==> src/rtl/fp_pkg.sv <==
// Shared definitions for the FP MAC datapath: flag positions, result packing
// and exponent helpers used by the multiplier and adder normalisers.
package fp_pkg;

  localparam int FP_MAN_W = 10;
  localparam int FP_EXP_W = 5;

  localparam int FLG_ZERO = 3;
  localparam int FLG_OVF  = 2;
  localparam int FLG_UNF  = 1;
  localparam int FLG_INX  = 0;

  typedef struct packed {
    logic                sign;
    logic [FP_EXP_W-1:0] exp;
    logic [FP_MAN_W-1:0] man;
  } fp_res_t;

  function automatic int unsigned exp_all_ones(input int unsigned exp_w);
    return (32'd1 << exp_w) - 32'd1;
  endfunction

endpackage

==> src/rtl/fp_lead_one.sv <==
// Combinational priority encoder: index of the most significant set bit.
// zero is raised when no bit is set; idx is then 0.
module fp_lead_one #(
  parameter int W = 22
) (
  input  logic [W-1:0]         a,
  output logic [$clog2(W)-1:0] idx,
  output logic                 zero
);

  always_comb begin
    idx  = '0;
    zero = 1'b1;
    for (int i = 0; i < W; i++) begin
      if (a[i]) begin
        idx  = ($clog2(W))'(i);
        zero = 1'b0;
      end
    end
  end

endmodule

==> src/rtl/fp_mul_norm_round_pipe.sv <==
// Post-multiply normaliser: stage 1 aligns the product on its leading one,
// stage 2 rounds to nearest-even and applies overflow/underflow handling.
module fp_mul_norm_round_pipe
  import fp_pkg::*;
#(
  parameter int MAN_W = 10,
  parameter int EXP_W = 5
) (
  input  logic                      clk,
  input  logic                      rst,
  input  logic                      in_valid,
  output logic                      in_ready,
  input  logic [2*(MAN_W+1)-1:0]    in_prod,
  input  logic [EXP_W+1:0]          in_exp,
  input  logic                      in_sign,
  output logic                      out_valid,
  input  logic                      out_ready,
  output logic                      out_sign,
  output logic [EXP_W-1:0]          out_exp,
  output logic [MAN_W-1:0]          out_man,
  output logic [3:0]                out_flags
);

  localparam int PW = 2*(MAN_W+1);
  localparam int IW = $clog2(PW);
  localparam int XW = EXP_W+2;

  logic           s2_ready;
  logic [IW-1:0]  lead_idx;
  logic           lead_zero;
  logic [XW-1:0]  e1_c;
  logic [PW-2:0]  norm_c;

  logic             s1_valid;
  logic             s1_sign;
  logic             s1_zero;
  logic [XW-1:0]    s1_exp;
  logic [MAN_W-1:0] s1_man;
  logic             s1_g;
  logic             s1_s;

  logic             round_up;
  logic [MAN_W:0]   man_inc;
  logic [XW:0]      e2_c;
  logic             ovf;
  logic             unf;
  logic [EXP_W-1:0] exp_c;
  logic [MAN_W-1:0] man_c;
  logic [3:0]       flags_c;

  assign s2_ready = !out_valid || out_ready;
  assign in_ready = !s1_valid || s2_ready;

  fp_lead_one #(.W(PW)) u_lead_one (
    .a    (in_prod),
    .idx  (lead_idx),
    .zero (lead_zero)
  );

  // The leading one lands at bit PW-1 and is implicit, so it is dropped here.
  assign e1_c   = in_exp + XW'(lead_idx) - XW'(PW-2);
  assign norm_c = (PW-1)'(in_prod << (IW'(PW-1) - lead_idx));

  assign round_up = s1_g && (s1_s || s1_man[0]);
  assign man_inc  = {1'b0, s1_man} + (MAN_W+1)'(round_up);
  // One extra bit so the rounding carry cannot wrap the signed exponent.
  assign e2_c     = {s1_exp[XW-1], s1_exp} + (XW+1)'(man_inc[MAN_W]);
  assign ovf      = !e2_c[XW] && (e2_c[XW-1:0] >= XW'(exp_all_ones(EXP_W)));
  assign unf      = e2_c[XW] || (e2_c == '0);

  always_comb begin
    exp_c   = e2_c[EXP_W-1:0];
    man_c   = man_inc[MAN_W-1:0];
    flags_c = '0;
    if (s1_zero) begin
      exp_c             = '0;
      man_c             = '0;
      flags_c[FLG_ZERO] = 1'b1;
    end else if (ovf) begin
      exp_c            = EXP_W'(exp_all_ones(EXP_W));
      man_c            = '0;
      flags_c[FLG_OVF] = 1'b1;
      flags_c[FLG_INX] = 1'b1;
    end else if (unf) begin
      exp_c            = '0;
      man_c            = '0;
      flags_c[FLG_UNF] = 1'b1;
      flags_c[FLG_INX] = 1'b1;
    end else begin
      flags_c[FLG_INX] = s1_g || s1_s;
    end
  end

  always_ff @(posedge clk) begin
    if (rst) begin
      s1_valid  <= 1'b0;
      s1_sign   <= 1'b0;
      s1_zero   <= 1'b0;
      s1_exp    <= '0;
      s1_man    <= '0;
      s1_g      <= 1'b0;
      s1_s      <= 1'b0;
      out_valid <= 1'b0;
      out_sign  <= 1'b0;
      out_exp   <= '0;
      out_man   <= '0;
      out_flags <= '0;
    end else begin
      if (in_ready) s1_valid <= in_valid;
      if (in_valid && in_ready) begin
        s1_sign <= in_sign;
        s1_zero <= lead_zero;
        s1_exp  <= e1_c;
        s1_man  <= norm_c[PW-2 -: MAN_W];
        s1_g    <= norm_c[PW-2-MAN_W];
        s1_s    <= |norm_c[PW-3-MAN_W:0];
      end
      if (s2_ready) out_valid <= s1_valid;
      if (s1_valid && s2_ready) begin
        out_sign  <= s1_sign;
        out_exp   <= exp_c;
        out_man   <= man_c;
        out_flags <= flags_c;
      end
    end
  end

endmodule

==> config.mk <==
export PLATFORM = sky130hd
export DESIGN_NAME = fp_mul_norm_round_pipe
export DESIGN_NICKNAME = d
export VERILOG_FILES = /design/src/rtl/fp_pkg.sv /design/src/rtl/fp_lead_one.sv /design/src/rtl/fp_mul_norm_round_pipe.sv
export SDC_FILE = /design/constraint.sdc
export NUM_CORES = 1
export LEC_CHECK = 0
export BUFFER_PORTS_ARGS = -buffer_cell sky130_fd_sc_hd__buf_4
export CAP_MARGIN = 10
export CORE_UTILIZATION = 55
export DETAILED_ROUTE_END_ITERATION = 7
export GPL_ROUTABILITY_DRIVEN = 0
export PLACE_DENSITY = 0.74
export SLEW_MARGIN = 20
export SYNTH_ARGS = -nofsm -noshare
export SYNTH_HDL_FRONTEND = slang
export SYNTH_SLANG_ARGS = --single-unit
==> constraint.sdc <==
create_clock -name clk -period 4.6 [get_ports clk]
set_input_delay 0.46 -clock clk [delete_from_list [all_inputs] [get_ports clk]]
set_output_delay 0.46 -clock clk [all_outputs]
set_load 0.005 [all_outputs]
# After elaboration in Yosys (flattened, before gate mapping)
# Index checks and enable logic that the tools add are counted.
[op_classes]
n_addsub = 5
n_lt_le_gt_ge = 1
n_shift = 1
mux = 56
n_reduce_logical = 14
[ops]
columns = ["op", "n"]
rows = [
  ["two-way mux 5 bit", 9],
  ["two-way mux 4 bit", 8],
  ["two-way mux 10 bit", 3],
  ["two-way mux 1 bit", 29],
  ["<< shifter 22 x 5 -> 21 bit", 1],
  ["two-way mux 3 bit", 5],
  ["adder 10 x 1 -> 11 bit", 1],
  ["OR reduction 10 bit", 1],
  ["adder 7 x 2 -> 8 bit", 1],
  ["zero test 8 bit", 1],
  ["adder 7 x 5 -> 7 bit", 1],
  ["greater-or-equal comparator 7 x 5 -> 1 bit, second input constant", 1],
  ["subtractor 7 x 5 -> 7 bit, second input constant", 1],
  ["logical OR 1 bit", 5],
  ["subtractor 5 bit, first input constant", 1],
  ["logical AND 1 bit", 4],
  ["two-way mux 2 bit", 2],
  ["zero test 1 bit", 3],
]
[totals]
regBits = 43
input_bits = 34
elab_cells = 89

# Depth between registers and ports, before layout
# Gate-level depths: netlist (run 1).
[depth]
ltp_word = 24
mapped_depth = 17

# Modules after synthesis
# From an unflattened synthesis (run 1), not the netlist that was laid out.
[unflattened]
hier_cells = 416
area_unflattened_um2 = 3512.1
[by_module_without_submodules]
columns = ["module", "n_inst", "cells_per_inst", "area_per_inst_um2"]
rows = [
  ["fp_mul_norm_round_pipe", 1, 376, 3279.4],
  ["fp_lead_one", 1, 40, 232.7],
]

# Worst setup path after synthesis (run 1)
# Ideal clock, no wire load.
[synth_path]
path_type = "input to register"
startpoint = "input in_prod[18]"
endpoint = "register s1_man[8]"
setup_time_ps = 120
arrival_ps = 3145
setup_slack_ps = 1335
cell_stages = 12
path_cell_list = "or2_1 -> nor3_1 -> o21ai_2 -> nand2_2 -> inv_2 -> buf_2 -> ha_1 -> clkbuf_1 -> clkinv_1 -> mux4_2 -> a22oi_1 -> o31a_1"
[synth_between]
elab_chain_len = 6
[synth_rtl]
columns = ["element", "line_no", "source"]
rows = [
  ["start: declaration", "fp_mul_norm_round_pipe.sv:13", "input logic [2*(MAN_W+1)-1:0] in_prod,"],
  ["two-way mux 5 bit (4 in a row)", "fp_lead_one.sv:15", "if (a[i]) begin"],
  ["subtractor 5 bit", "fp_mul_norm_round_pipe.sv:62", "assign norm_c = (PW-1)'(in_prod << (IW'(PW-1) - lead_idx));"],
  ["<< shifter 22 x 5 -> 21 bit *", "fp_mul_norm_round_pipe.sv:62", ""],
  ["end signal: assignment", "fp_mul_norm_round_pipe.sv:114", "s1_man <= norm_c[PW-2 -: MAN_W];"],
  ["end: declaration", "fp_mul_norm_round_pipe.sv:38", "logic [MAN_W-1:0] s1_man;"],
]
# Mark *: on every way between the ends. The rest lies on a longest branch, timed or not.
# A chain may end at the register's enable or synchronous reset.

# Worst setup path after layout (run 1)
[layout_path]
startpoint = "register s1_g"
endpoint = "register out_man[4]"
[layout_between]
elab_chain_len = 8
elab_cells_between_ends = 11
cone_classes = "2 x add/sub; 1 x order compare; 3 x mux; 5 x reduce/logical"
[layout_rtl]
columns = ["element", "line_no", "source"]
rows = [
  ["start: declaration", "fp_mul_norm_round_pipe.sv:39", "logic s1_g;"],
  ["start signal: assignment", "fp_mul_norm_round_pipe.sv:115", "s1_g <= norm_c[PW-2-MAN_W];"],
  ["logical AND 1 bit *", "fp_mul_norm_round_pipe.sv:64", "assign round_up = s1_g && (s1_s || s1_man[0]);"],
  ["adder 10 x 1 -> 11 bit *", "fp_mul_norm_round_pipe.sv:65", "assign man_inc = {1'b0, s1_man} + (MAN_W+1)'(round_up);"],
  ["parallel branches: the longest is 4 deep, another holds adder 7 x 2 -> 8 bit", "--", ""],
  ["two-way mux 10 bit *", "fp_mul_norm_round_pipe.sv:79", "end else if (ovf) begin"],
  ["two-way mux 10 bit *", "fp_mul_norm_round_pipe.sv:75", "if (s1_zero) begin"],
  ["end signal: assignment", "fp_mul_norm_round_pipe.sv:122", "out_man <= man_c;"],
  ["end: declaration", "fp_mul_norm_round_pipe.sv:20", "output logic [MAN_W-1:0] out_man,"],
]
# Mark *: on every way between the ends.

==> results of run 1 <==
==> layer usage <==
layer / GRT usage / wire [µm] / vias up
li1: - / - / 1834
met1: 0.368 / 4440 / 1782
met2: 0.455 / 4400 / 121
met3: 0.0288 / 462 / 16
met4: 0.0878 / 208 / 0
met5: 0 / 0 / -
==> layout by cell type, fill, tap and decap left out, types with 4 or more instances in the layout <==
master	Yosys	layout
nor2_1	48	48
a22oi_1	13	13
o31ai_1	4	4
a21o_1	4	4
xor2_1	9	9
mux2i_1	17	17
or4_1	4	4
clkbuf_8	0	5
buf_4	0	58
o21ai_0	13	13
xnor2_1	8	8
o211ai_1	11	11
and3_1	7	7
nand2b_1	4	4
nand4_1	5	5
nand2_1	57	57
nand3_1	19	19
a21oi_1	42	42
mux2_2	4	4
nor3_1	10	10
a31oi_1	5	5
a211oi_1	7	7
dfxtp_1	43	43
and2_1	5	5
ha_1	14	14
a311oi_1	5	5
inv_1	29	29
nor4_1	4	4
==> worst max-delay path: cells and delay by family (launching register included) <==
| kind | cells | cell delay (ns) |
|---|---|---|
| DFF | 1 | 0.40 |
| AOI/OAI and AO/OA | 2 | 0.42 |
| and+or+nand+nor | 9 | 1.83 |
| xor gates and xnor gates | 1 | 0.24 |
| adders and majority gates | 3 | 0.64 |
==> through the flow <==
stage | setup slack, ns | hold WS [ns]
finish | 0.990 | 0.386
global route | 0.639 | 0.411
CTS | 1.02 | 0.384
detailed placement | 1.03 | 0.444
global placement | 1.07 | 0.442
floorplan | 1.34 | 0.436
==> layout make-up <==
type | count | area, µm²
Fill cell | 601 | 2240
Tap cell | 77 | 96.3
Clock buffer | 5 | 68.8
Sequential cell | 43 | 861
Clock inverter | 2 | 13.8
Timing Repair Buffer | 58 | 435
Multi-Input combinational cell | 377 | 2550
Inverter | 32 | 120
==> final timing paths <==
kind | endpoint | slack [ns]
setup / recovery | out_man[4]$_SDFFE_PP0P_ | 0.99
hold / removal | s1_valid$_SDFFE_PP0N_ | 0.39
hold reg to reg | out_exp[4]$_SDFFE_PP0P_ | 0.46
setup reg to reg | out_man[4]$_SDFFE_PP0P_ | 0.99
==> logic make-up (layout without fill, tap and decap cells) <==
family,Yosys count,in the layout,synth area share
AOI/OAI and AO/OA,140,140,0.276
xor gates and xnor gates,18,18,0.0484
adders and majority gates,15,15,0.0536
buffers and inverters,56,97,0.0638
DFF,43,43,0.236
muxes,26,26,0.0920
and+or+nand+nor,178,178,0.230
==> power by group through the flow <==
stage	logic (µW)	clock network, µW	registers, µW
floorplan	234	0	426
global placement	327	0	431
detailed placement	331	0	432
CTS	333	244	424
global route	373	255	428
finish	338	241	424
==> flip-flops by register name (all words and copies together), names as in the netlist <==
name,cells
out_exp,5
out_flags,4
out_man,10
out_sign,1
out_valid,1
s1_exp,7
s1_g,1
s1_man,10
s1_s,1
s1_sign,1
s1_valid,1
s1_zero,1
==> impl_metrics.toml, run 1 <==
[die]
die_area_um2 = 6960
dieWidth_um = 83.4
die_height_um = 83.4
ioPinCount = 56
fp-row-count = 29
start_util = 0.571
placeableCoreArea_um2 = 6390

[power]
swShare = 0.356
p_switching_uw = 357
pwr-share-seq = 0.423
powerDensity_nw_per_um2 = 242
p_leak_uw = 0.00177
pwr-share-clk = 0.241
power.total_uw = 1000
power_frac_comb = 0.337
ir_drop_uv = 196
p_int_uw = 647

[timing]
setup_viol = 0
final_hold_viol_count = 0
worst_slew_pin_slew_ns = 0.919
relSlewSlack = 0.387
finalClockSkew_ns = 0.00941
tns_ns = 0
slew_violations = 0
grt_setup_unrepaired = "no"
max_freq_mhz = 277
fin_crit_sh = 0.785
min_period_ns = 3.61

[critical_path]
critPathKind = "reg2reg"
ff2ff_path_depth = 15
arrival_ns = 3.84
slowest_delay_ns = 0.65
cp_cell_sequence = "and2_1 > ha_1 > nand3_1 > nor2_1 > and3_1 > and3_1 > ha_1 > ha_1 > nand3_1 > xor2_1 > nor2_1 > a41o_1 > nor4_2 > a22oi_1 > nor2_1"
cp-startpoint = "s1_g$_SDFFE_PP0P_"
worstReg2RegStart = "s1_g$_SDFFE_PP0P_"
path_max_fanout = 10
cp-end-kind = "flip-flop"
start_kind = "flip-flop"
crit_required_ns = 4.83
slowest_stage = "nor4_2"

[logic_synthesis]
synth_seq_cells = 43
ys_seq_area_frac = 0.236
synthTopCellsByCount = "nand2_1 (57), nor2_1 (48), dfxtp_1 (43)"
synth-edff-count = 0
synth_cell_type_count = 72
synth_top_cell_by_area = "dfxtp_1"
async_flop_share = 0
synth_nets = 525
syn_area_per_cell_um2 = 7.66
synth_top_cell_area_share = 0.236
synthesis.area_um2 = 3640
synth_most_common_cell = "nand2_1"
ys_warn_count = 0
syn_inst = 476
ys.flop_type = "dfxtp_1"
synth_area_leaders = "dfxtp_1 (24%), nand2_1 (5.9%), a21oi_1 (5.8%), nor2_1 (4.9%), ha_1 (4.8%)"

[clock_tree]
clk_transition_reported_paths_ns = 0.09
cts_made_buffers = 5
ctsLongestPathBuffers = 2
insertion_delay_ns = 0.30
cts_htree_levels = 2
numClockSinks = 43
cts_tree = "built"
root_buffer = "clkbuf_8"
cts_setup_buffers = 0
cts_resized = 0
holdBufCountCts = 0

[layout]
drive_above_1_share = 0.162
stdcell_area_um2 = 4150
nets = 566
insertedDiodeCount = 0
utilization = 0.649
syn2layout_area_growth_pct = 13.8
layout.cells.non_filler = 594

[flow_run]
max_cap_violations = 0

[detailed_routing]
final_antenna_net_count = 0
drcViolationCount = 0
num_vias = 3753
dr.pass1.iters = 4
wl_per_cell_um = 16.0
vias_per_cell = 6.32
wl_mm = 9.51
dr.first_iter.drc_count = 266

[place]
numPortBuffers = 55
placed_area_um2 = 4060
dp_hpwl_mm = 7.24
dp.cells = 587

[global_routing]
grt_pass1_vias = 3390
grt_overflow = 0
antenna_found_initial = 0
grt_max_degree = 40
grt_pass1_wl_mm = 15.7
grt_usage = 0.272

[min_path]
hold_path.class = "in2reg"
hold_start = "in_valid"
min_path_cells = 3

[outcome]
status = "finished, final reports clean"
Power figures use the tool's default switching activity.
==> inputs of run 2 (changes only) <==
--- a/config.mk
+++ b/config.mk
@@ -5,9 +5,10 @@
 export SDC_FILE = /design/constraint.sdc
 export NUM_CORES = 1
 export LEC_CHECK = 0
+export ABC_AREA = 1
 export BUFFER_PORTS_ARGS = -buffer_cell sky130_fd_sc_hd__buf_4
 export CAP_MARGIN = 10
-export CORE_UTILIZATION = 55
+export CORE_UTILIZATION = 52
 export DETAILED_ROUTE_END_ITERATION = 7
 export GPL_ROUTABILITY_DRIVEN = 0
 export PLACE_DENSITY = 0.74
==> constraint.sdc (replaced) <==
create_clock -name clk -period 2.9 [get_ports clk]
set_input_delay 0.29 -clock clk [delete_from_list [all_inputs] [get_ports clk]]
set_output_delay 0.29 -clock clk [all_outputs]
set_load 0.005 [all_outputs]
==> run 2 against run 1 <==
Effect of this change: the flow now finishes with violations (setup timing); register-to-register slack worse by 1.4 ns; worst hold slack worse by 0.13 ns; sequential power up 58%; synthesized area fell by 8.1%; combinational power rose by 74%; clock power rose by 100%; final area grew 7.7%; critical path depth rose by 9; sequential share of layout area is 1.4 points lower; flip-flop and latch count stayed put; critical endpoint is now out_man[6]$_SDFFE_PP0P_; highest routed layer unchanged.
==> impl_metrics.toml, run 2 <==
[die]
dieWidth_um = 82.3
start_util = 0.553
placeableCoreArea_um2 = 6060
die_height_um = 82.3
ioPinCount = 56
die_area_um2 = 6770
fp-row-count = 28

[layout]
nFillCells = 505
utilization = 0.737
final_cell_mix = "nand2_1 (149), buf_4 (114), inv_1 (62)"
final_common_cell = "nand2_1"
drive_above_1_share = 0.272
syn2layout_area_growth_pct = 33.3
layout.cells.non_filler = 718
insertedDiodeCount = 0
nets = 691
largestRegisters = "out_man (10), s1_man (10), s1_exp (7)"

[critical_path]
crit_required_ns = 3.13
crit_family = "simple AND/OR/NAND/NOR gates"
cp-end-kind = "flip-flop"
path_max_fanout = 3
slowest_delay_ns = 0.34
critPathBufInv = 6
critPathKind = "reg2reg"
slowest_stage = "dfxtp_2"
arrival_ns = 3.54
cp_cell_sequence = "nand2_2 > inv_2 > ha_4 > nand2_4 > inv_2 > nand4_1 > nor2_1 > nand2_1 > nor3b_2 > ha_2 > buf_6 > nand3_2 > inv_1 > nand2_1 > nor2_2 > or2_2 > a21oi_2 > buf_4 > nand4_1 > nand2_2 > nor3_4 > buf_6 > nand3b_1 > a21oi_1"
start_kind = "flip-flop"

[timing]
min_period_ns = 3.31
final_hold_viol_count = 0
setup_viol = 18
worst_slack_ns = -0.409
slew_violations = 0
fin_crit_sh = 1.14
finalClockSkew_ns = 0.00462
max_freq_mhz = 302
relSlewSlack = 0.656
worst_slew_pin_slew_ns = 0.514
grt_setup_unrepaired = "yes"

[clock_tree]
cts_tree = "built"
ctsLongestPathBuffers = 2
cts_htree_levels = 2
insertion_delay_ns = 0.30
root_buffer = "clkbuf_8"
numClockSinks = 43
cts_made_buffers = 5
clk_transition_reported_paths_ns = 0.08

[place]
dp.cells = 674
dp_hpwl_mm = 6.50
numPortBuffers = 55

[logic_synthesis]
ys.flop_type = "dfxtp_1"
synthTopCellsByCount = "nand2_1 (155), inv_1 (65), nand3_1 (53)"
synth_area_leaders = "dfxtp_1 (26%), nand2_1 (17%), nand3_1 (7.9%), inv_1 (7.3%), a21oi_1 (5.2%)"
ys_seq_area_frac = 0.257
syn_inst = 537
ys_warn_count = 0
synth_nets = 586
synth_most_common_cell = "nand2_1"
synth-edff-count = 0
synthesis.area_um2 = 3350
async_flop_share = 0
synth_cell_type_count = 45
synth_seq_cells = 43
synth_top_cell_by_area = "dfxtp_1"
syn_area_per_cell_um2 = 6.24
synth_top_cell_area_share = 0.257

[detailed_routing]
num_vias = 3914
drcViolationCount = 0
wl_per_cell_um = 13.5
wl_mm = 9.70
dr.first_iter.drc_count = 232
final_antenna_net_count = 0
dr.pass1.iters = 5
vias_per_cell = 5.45

[outcome]
violations = "setup timing"
status = "finished with violations"

[power]
ir_drop_uv = 474
p_leak_uw = 0.00217
powerDensity_nw_per_um2 = 390
power.total_uw = 1740

[flow_run]
max_cap_violations = 0

[global_routing]
grt_overflow = 0
grt_usage = 0.288
antenna_found_initial = 0
grt_pass1_wl_mm = 15.2
grt_max_degree = 33
grt_pass1_vias = 3498

[min_path]
hold_path.class = "in2reg"
==> run 2: cell type report <==
| type | instances | area [µm²] | share of cell area |
|---|---|---|---|
| clock buffers | 6 | 82.6 | 0.0185 |
| clock inverters | 2 | 35.0 | 0.00785 |
| inverters | 69 | 259 | 0.0580 |
| multi-input cells | 406 | 2240 | 0.502 |
| flip-flops and latches | 43 | 863 | 0.193 |
| well taps | 75 | 93.8 | 0.0210 |
| repair buffers | 117 | 890 | 0.199 |
==> run 2: metal layers <==
layer / global-route usage / part of all wire
met4: 0.116 / 0.028
met2: 0.517 / 0.50
met1: 0.336 / 0.42
met3: 0.0495 / 0.046
met5: 0 / 0
==> run 2: kinds of logic (layout without fill, tap and decap cells) <==
kind of cell / Yosys count / in the layout / synth area share
simple gates: 271 / 271 / 0.346
compound gates: 105 / 105 / 0.186
buf+inv: 88 / 194 / 0.112
flops: 43 / 43 / 0.257
fa+ha+maj: 15 / 15 / 0.0583
xor+xnor: 13 / 13 / 0.0340
mux: 2 / 2 / 0.00709
==> run 2: worst paths after layout <==
path                            from                 endpoint  slack, ns  cells after the start
max                s1_g$_SDFFE_PP0P_  out_man[6]$_SDFFE_PP0P_      -0.41                     24
min                          in_sign     s1_sign$_SDFFE_PP0P_       0.25                      3
max reg2reg        s1_g$_SDFFE_PP0P_  out_man[6]$_SDFFE_PP0P_      -0.41                     24
min reg2reg  out_man[3]$_SDFFE_PP0P_  out_man[3]$_SDFFE_PP0P_       0.47                      2
==> run 2: per-stage QoR <==
stage | setup TNS, ns | hold WS (ns) | setup WS (ns) | cell area [µm²]
CTS | -0.883 | 0.248 | -0.135 | 4360
floorplan | -0.0125 | 0.446 | -0.0125 | 3360
detailed placement | -2.00 | 0.458 | -0.234 | 3940
finish | -4.47 | 0.255 | -0.409 | 4470
global route | -8.98 | 0.290 | -0.677 | 4470
global placement | -0.726 | 0.453 | -0.120 | 3940
==> run 2: worst register-to-register path, stage by stage, from the launching register on <==
cell      delay, ns
dfxtp_2        0.34
nand2_2        0.06
inv_2          0.07
ha_4           0.14
nand2_4        0.05
inv_2          0.05
nand4_1        0.10
nor2_1         0.15
nand2_1        0.11
nor3b_2        0.22
ha_2           0.26
buf_6          0.10
nand3_2        0.06
inv_1          0.10
nand2_1        0.09
nor2_2         0.13
or2_2          0.14
a21oi_2        0.06
buf_4          0.13
nand4_1        0.12
nand2_2        0.12
nor3_4         0.24
buf_6          0.14
nand3b_1       0.09
a21oi_1        0.16
==> run 2: report_power, final <==
group	switching, µW	internal, µW	leakage [µW]	total (µW)
Combinational	337	250	0.00176	587
Sequential	37.1	634	0.000354	671
Clock	205	279	0.0000612	484
Total	580	1160	0.00217	1740
==> run 2: what timing repair did <==
action	CTS	global route
setup endpoints to repair	16	18
pin swaps	12	15
buffers inserted	31	6
hold buffers	0	0
resized for setup	17	20
endpoints found under the hold margin	0	0
